===== src/rtl/apb_pkg.sv =====
// Shared APB definitions: requester FSM state encoding and default bus widths.
package apb_pkg;

  localparam int APB_ADDR_W = 32;
  localparam int APB_DATA_W = 32;

  typedef enum logic [1:0] {
    IDLE   = 2'd0,
    SETUP  = 2'd1,
    ACCESS = 2'd2,
    RESP   = 2'd3
  } apb_master_state;

endpackage


===== src/rtl/apb_master_bridge.sv =====
// Command/response to APB requester bridge: one transfer at a time, every output
// registered, with a bounded wait for PREADY that turns a hung completer into an error.
module apb_master_bridge
  import apb_pkg::*;
#(
  parameter int ADDR_W  = APB_ADDR_W,
  parameter int DATA_W  = APB_DATA_W,
  parameter int TIMEOUT = 255
) (
  input  logic              PCLK,
  input  logic              PRESET,

  input  logic              cmd_valid,
  output logic              cmd_ready,
  input  logic              cmd_write,
  input  logic [ADDR_W-1:0] cmd_addr,
  input  logic [DATA_W-1:0] cmd_wdata,

  output logic              rsp_valid,
  input  logic              rsp_ready,
  output logic [DATA_W-1:0] rsp_rdata,
  output logic              rsp_slverr,
  output logic              rsp_timeout,

  output logic [ADDR_W-1:0] PADDR,
  output logic [DATA_W-1:0] PWDATA,
  output logic              PWRITE,
  output logic              PSEL,
  output logic              PENABLE,
  input  logic [DATA_W-1:0] PRDATA,
  input  logic              PREADY,
  input  logic              PSLVERR
);

  localparam int              CNT_W    = $clog2(TIMEOUT + 1);
  localparam logic [CNT_W-1:0] CNT_ONE  = CNT_W'(1);
  localparam logic [CNT_W-1:0] CNT_LAST = CNT_W'(TIMEOUT);

  apb_master_state  state;
  logic [CNT_W-1:0] count;

  // NOTE: all state lives in one clocked block using <= only, so every output
  // is a flop and nothing depends on evaluation order between registers.
  always_ff @(posedge PCLK or negedge PRESET) begin
    if (!PRESET) begin
      state       <= IDLE;
      count       <= '0;
      cmd_ready   <= 1'b0;
      rsp_valid   <= 1'b0;
      rsp_rdata   <= '0;
      rsp_slverr  <= 1'b0;
      rsp_timeout <= 1'b0;
      PADDR       <= '0;
      PWDATA      <= '0;
      PWRITE      <= 1'b0;
      PSEL        <= 1'b0;
      PENABLE     <= 1'b0;
    end else begin
      case (state)
        IDLE: begin
          // cmd_ready is held low through reset, so it first rises one edge later.
          if (cmd_valid && cmd_ready) begin
            state     <= SETUP;
            cmd_ready <= 1'b0;
            PADDR     <= cmd_addr;
            PWDATA    <= cmd_wdata;
            PWRITE    <= cmd_write;
            PSEL      <= 1'b1;
          end else begin
            cmd_ready <= 1'b1;
          end
        end

        SETUP: begin
          state   <= ACCESS;
          PENABLE <= 1'b1;
          count   <= CNT_ONE;
        end

        ACCESS: begin
          if (PREADY) begin
            state       <= RESP;
            PSEL        <= 1'b0;
            PENABLE     <= 1'b0;
            count       <= '0;
            rsp_valid   <= 1'b1;
            rsp_rdata   <= PWRITE ? '0 : PRDATA;
            rsp_slverr  <= PSLVERR;
            rsp_timeout <= 1'b0;
          end else if (count == CNT_LAST) begin
            // Completer never answered: report it as a slave error flagged as timeout.
            state       <= RESP;
            PSEL        <= 1'b0;
            PENABLE     <= 1'b0;
            count       <= '0;
            rsp_valid   <= 1'b1;
            rsp_rdata   <= '0;
            rsp_slverr  <= 1'b1;
            rsp_timeout <= 1'b1;
          end else begin
            count <= count + CNT_ONE;
          end
        end

        RESP: begin
          if (rsp_ready) begin
            state     <= IDLE;
            rsp_valid <= 1'b0;
            cmd_ready <= 1'b1;
          end
        end

        default: state <= IDLE;
      endcase
    end
  end

endmodule


===== config.mk =====
export PLATFORM = sky130hd
export DESIGN_NAME = apb_master_bridge
export DESIGN_NICKNAME = d
export VERILOG_FILES = /design/src/rtl/apb_pkg.sv /design/src/rtl/apb_master_bridge.sv
export SDC_FILE = /design/constraint.sdc
export NUM_CORES = 1
export LEC_CHECK = 0
export ABC_AREA = 1
export CAP_MARGIN = 20
export CORE_ASPECT_RATIO = 1.1
export CORE_MARGIN = 2
export CORE_UTILIZATION = 70
export CTS_BUF_LIST = sky130_fd_sc_hd__clkbuf_2
export DETAILED_ROUTE_END_ITERATION = 8
export DONT_BUFFER_PORTS = 1
export GPL_TIMING_DRIVEN = 0
export PLACE_DENSITY_LB_ADDON = 0.3
export SYNTH_ARGS = -nofsm -noshare
export SYNTH_HDL_FRONTEND = slang
export SYNTH_SLANG_ARGS = --single-unit

===== constraint.sdc =====
create_clock -name PCLK -period 3.7 [get_ports PCLK]
set_input_delay 1.11 -clock PCLK [delete_from_list [all_inputs] [get_ports PCLK]]
set_output_delay 1.11 -clock PCLK [all_outputs]
set_load 0.01 [all_outputs]

---- Word-level counts from Yosys, hierarchy flattened ----
Cells that the tools add are included.
operators by class
  $add $sub $neg .......................... 1
  reduce and logical (&&, ||, !) cells .... 14
  muxes and demuxes ....................... 25
  eq/ne operators ......................... 7
operators by type and width
  kind                   count
  $mux W32               3
  $mux W8                2
  $pmux W8 S2            1
  $mux W1                10
  $reduce_bool A2 Y1     5
  $reduce_and A3 Y1      3
  $add A8 B1 Y8 const B  1
  $eq A8 B8 Y1 const B   1
  $mux W2                4
  $pmux W1 S2            4
  $pmux W2 S4            1
  $reduce_and A2 Y1      4
  $eq A2 B2 Y1 const B   2
  $ne A2 B2 Y1 const B   2
  $ne A3 B3 Y1 const B   1
  $eq A2 B1 Y1 const B   1
  $logic_not A2 Y1       1
  $logic_and A1 B1 Y1    1
word-level totals
  bits in registers ....................... 113
  logic and storage cells ................. 59
  bits of input ports ..................... 103

---- Longest topological paths before layout ----
  depth in word-level cells ............... 4
  gate-level depth with buffers ........... 10
  gate-level depth less buffers ........... 8

---- Least setup slack after synthesis ----
No wires, ideal clock.
  path kind ............................... input to register
  start point ............................. input cmd_valid
  end point ............................... register PADDR[0]
  stages .................................. 4
  path slack .............................. 1651 ps
  arrival ................................. 1924 ps
  data required time ...................... 3575 ps
  buffers on the path ..................... 2
  cells stage by stage .................... nand3_1 buf_2 buf_2 mux2_2
between the ends
  word-level cells in the longest chain between the ends .. 2
ends and longest elaborated chain
  what                                line                     RTL
  start: declaration                  apb_master_bridge.sv:13  input logic cmd_valid,
  $logic_and A1 B1 Y1                 apb_master_bridge.sv:62  if (cmd_valid && cmd_ready) begin
  $reduce_and A2 Y1 (no source line)  -
  end signal: assignment              apb_master_bridge.sv:65  PADDR <= cmd_addr;
  end: declaration                    apb_master_bridge.sv:25  output logic [ADDR_W-1:0] PADDR,
No other way between the ends.
A chain may end at the register's enable or synchronous reset.

---- Worst setup path after layout ----
  start point ............................. register cmd_ready
  end point ............................... output cmd_ready
RTL lines
  what                      line                     RTL
  start: declaration        apb_master_bridge.sv:14  output logic cmd_ready,
  start signal: assignment  apb_master_bridge.sv:48  cmd_ready <= 1'b0;
  start signal: assignment  apb_master_bridge.sv:64  cmd_ready <= 1'b0;
  start signal: assignment  apb_master_bridge.sv:70  cmd_ready <= 1'b1;
No word-level cell between the ends.

==> summary.txt <==
Floorplanning
  • Die width: 80.8 µm
  • Core Area: 6230 µm²
  • # IOs: 206
  • Rows: 30
  • Die Y: 88.5 µm
  • Initial Utilization: 72.9%
  • Die area: 7150 µm²

Logic synthesis
  • Synth Net Count: 495
  • Register area share after synthesis: 62.3%
  • Post-Synth Adder-Cell Area: 1.10%
  • Post-Syn Instances: 388
  • Yosys reg bits: 113
  • Avg Inst Size Synth: 11.7 µm²
  • Syn. warnings: 0
  • Post-Synth XOR/XNOR Area: 0.579%
  • Synth Area in Compound Gates: 5.29%
  • Synth unique cells: 23
  • Simple-gate area share of the yosys netlist: 10.8%
  • Largest family of logic cells by synthesized area: multiplexers
  • Post-synthesis instance area: 4540 µm²
  • Multiplexer share of the synthesized area: 16.1%

Timing
  • Slew headroom: 69.4%
  • Endpoints failing setup: 0
  • Final-report hold violation count: 0
  • Final Cycle Share: 59.9%
  • Min Clock Period, post-route: 2220 ps
  • Setup ws final: 1480 ps
  • Fmax: 451 MHz
  • Fin Setup TNS: 0 ps
  • Max Slew Vio Count: 0
  • Worst Tran Pin Value: 458 ps
  • RSZ-0062 raised after global routing: false
  • Setup Skew: 24.5 ps

Power
  • Sw Pwr: 1780 µW
  • Internal power: 3000 µW
  • Sequential power share: 53.6%
  • Combinational share of power: 25.1%
  • Leak pwr: 0.00231 µW
  • PD cells: 965 nW/µm²
  • Overall power: 4780 µW
  • Worst vdd ir: 0.639 mV
  • Switching power share of the total: 37.2%
  • Clock power share: 21.4%

Clocking
  • Skew-Pair Late Insertion Delay: 630 ps
  • Clock Root Buffer: clkbuf_2
  • CTS resizes: 0
  • Hold Buf Count CTS: 0
  • Clock buffer depth: 2
  • Total CTS buffers: 17
  • CTS HTree Levels: 4
  • TritonCTS Sinks: 113
  • CTS tree: yes
  • Worst-path clk slew: 160 ps
  • Post-CTS setup buffer count: 0

Setup path
  • Reg2reg start: state[0]$_DFFE_PN0P_
  • Critical R2R Capture: PWDATA[15]$_DFFE_PN0P_
  • CP Data Required Time: 2590 ps
  • Critical path arrival: 1110 ps
  • Stages on the worst setup path: 0
  • Worst reg2reg path depth: 6
  • Setup crit end kind: output port
  • Crit path kind: flop to output port
  • Startpoint types: flop
  • R2R Setup Slk: 1900 ps
  • Crit path max fanout: 4

Drt
  • Post-route ant nets: 0
  • Vias: 2952
  • WL/cell: 20.2 µm
  • Drt via density: 5.90
  • Initial drt markers: 179
  • Final wirelength: 10100 µm
  • DRC: 0
  • Detailed Routing Iterations Pass 1: 5

Finish
  • Most frequent cells in the layout: dfrtp_1, nand2_1, mux2_2, o21ai_1, clkbuf_2
  • Ant diodes: 0
  • Fin nets: 514
  • Layout cells sized above 1: 28.8%
  • Area growth syn-to-layout: 9.04%
  • End-of-flow core utilization: 79.5%
  • Commonest non-fill, non-tap cell in the layout: dfrtp_1

Placement
  • Post-place setup slack: 1490 ps
  • Port buffer count: 0
  • GPL Wtd Cong: 0.849
  • Detailed Place HPWL: 7350 µm

Global routing
  • Grt ovf: 0
  • GRT Util Overall: 28.4%
  • Initial antenna violation count: 0
  • Largest net degree at the start of global routing: 114
  • Grt met3 use: 11.4%
  • Global route hottest layer: met2
  • First-pass GRT wire length: 14800 µm
  • Grt met1 use: 30.2%
  • Vias in the first global route: 3011
  • Met2 Use GR: 50.3%

Job
  • Max cap viols: 0

Status
  • Outcome: finished clean

Min path
  • Path category of the worst min-delay check: input pin to asynchronous set/reset pin
-- per-stage QoR --
step / hold WS (ps) / instance area [µm²] / cells
after global routing: 57.7 / 4950 / 500
after global placement: 491 / 4640 / 468
after CTS: 113 / 4950 / 500
after detailed placement: 503 / 4640 / 468
after floorplan: 470 / 4540 / 388
final: 148 / 4950 / 500
-- state kept, by name, summed over array words and instances, names as in the netlist --
register / cells
rsp_valid: 1
state: 2
PWDATA: 32
count: 8
PWRITE: 1
PADDR: 32
PENABLE: 1
rsp_timeout: 1
rsp_slverr: 1
cmd_ready: 1
PSEL: 1
rsp_rdata: 32
-- cell type report --
cell class | instances | area, µm²
sequential | 113 | 2830
multi-input combinational | 239 | 1540
fill | 370 | 1280
clock inverter | 13 | 215
buffer | 18 | 106
tap | 80 | 100
clock buffer | 19 | 95.1
inverter | 18 | 67.6
-- power groups by stage --
stage	clock network, µW	registers, µW	logic (µW)
finish	1020	2560	1200
global route	1090	2630	1330
CTS	1030	2570	1200
detailed placement	0	2590	1190
global placement	0	2550	1100
floorplan	0	2410	980
-- synthesized netlist by cell type (all sizes together) --
master | instances | area share (%)
dfrtp | 113 | 62
nand2 | 95 | 8.0
mux2 | 65 | 16
o21ai | 41 | 4.8
inv | 18 | 1.5
nor2 | 17 | 1.5
buf | 16 | 2.2
a21oi | 4 | 0.44
ha | 4 | 1.1
nand4 | 4 | 0.55
nand3 | 3 | 0.33
clkbuf | 2 | 0.17
xor2 | 2 | 0.39
nand3b | 1 | 0.17
nor3 | 1 | 0.11
or2 | 1 | 0.14
xnor2 | 1 | 0.19
-- logic make-up (layout without fill, tap and decap cells) --
| group | Yosys count | after routing |
|---|---|---|
| XOR/XNOR | 3 | 3 |
| AO/OA/AOI/OAI | 45 | 45 |
| flip-flops | 113 | 113 |
| adder cells (fa/ha/maj) | 4 | 4 |
| buffers and inverters | 36 | 68 |
| AND/OR/NAND/NOR | 122 | 122 |
| multiplexers | 65 | 65 |
-- how the worst max path moves through the flow --
stage / endpoint / start / slack [ps]
after global routing: PWDATA[25] / PWDATA[25]$_DFFE_PN0P_ / 1390
after detailed placement: PADDR[4]$_DFFE_PN0P_ / cmd_valid / 1490
after floorplan: PADDR[0]$_DFFE_PN0P_ / cmd_valid / 1650
after global placement: PWDATA[13]$_DFFE_PN0P_ / cmd_valid / 1510
final: cmd_ready / cmd_ready$_DFFE_PN0P_ / 1480
after CTS: rsp_rdata[24] / rsp_rdata[24]$_DFFE_PN0P_ / 1460
-- per-layer routing --
layer | part of all wire, % | up-vias
li1 | - | 1316
met1 | 35 | 1439
met2 | 53 | 171
met3 | 9.5 | 26
met4 | 2.5 | 0
met5 | 0 | -
Power figures use the tool's default switching activity.
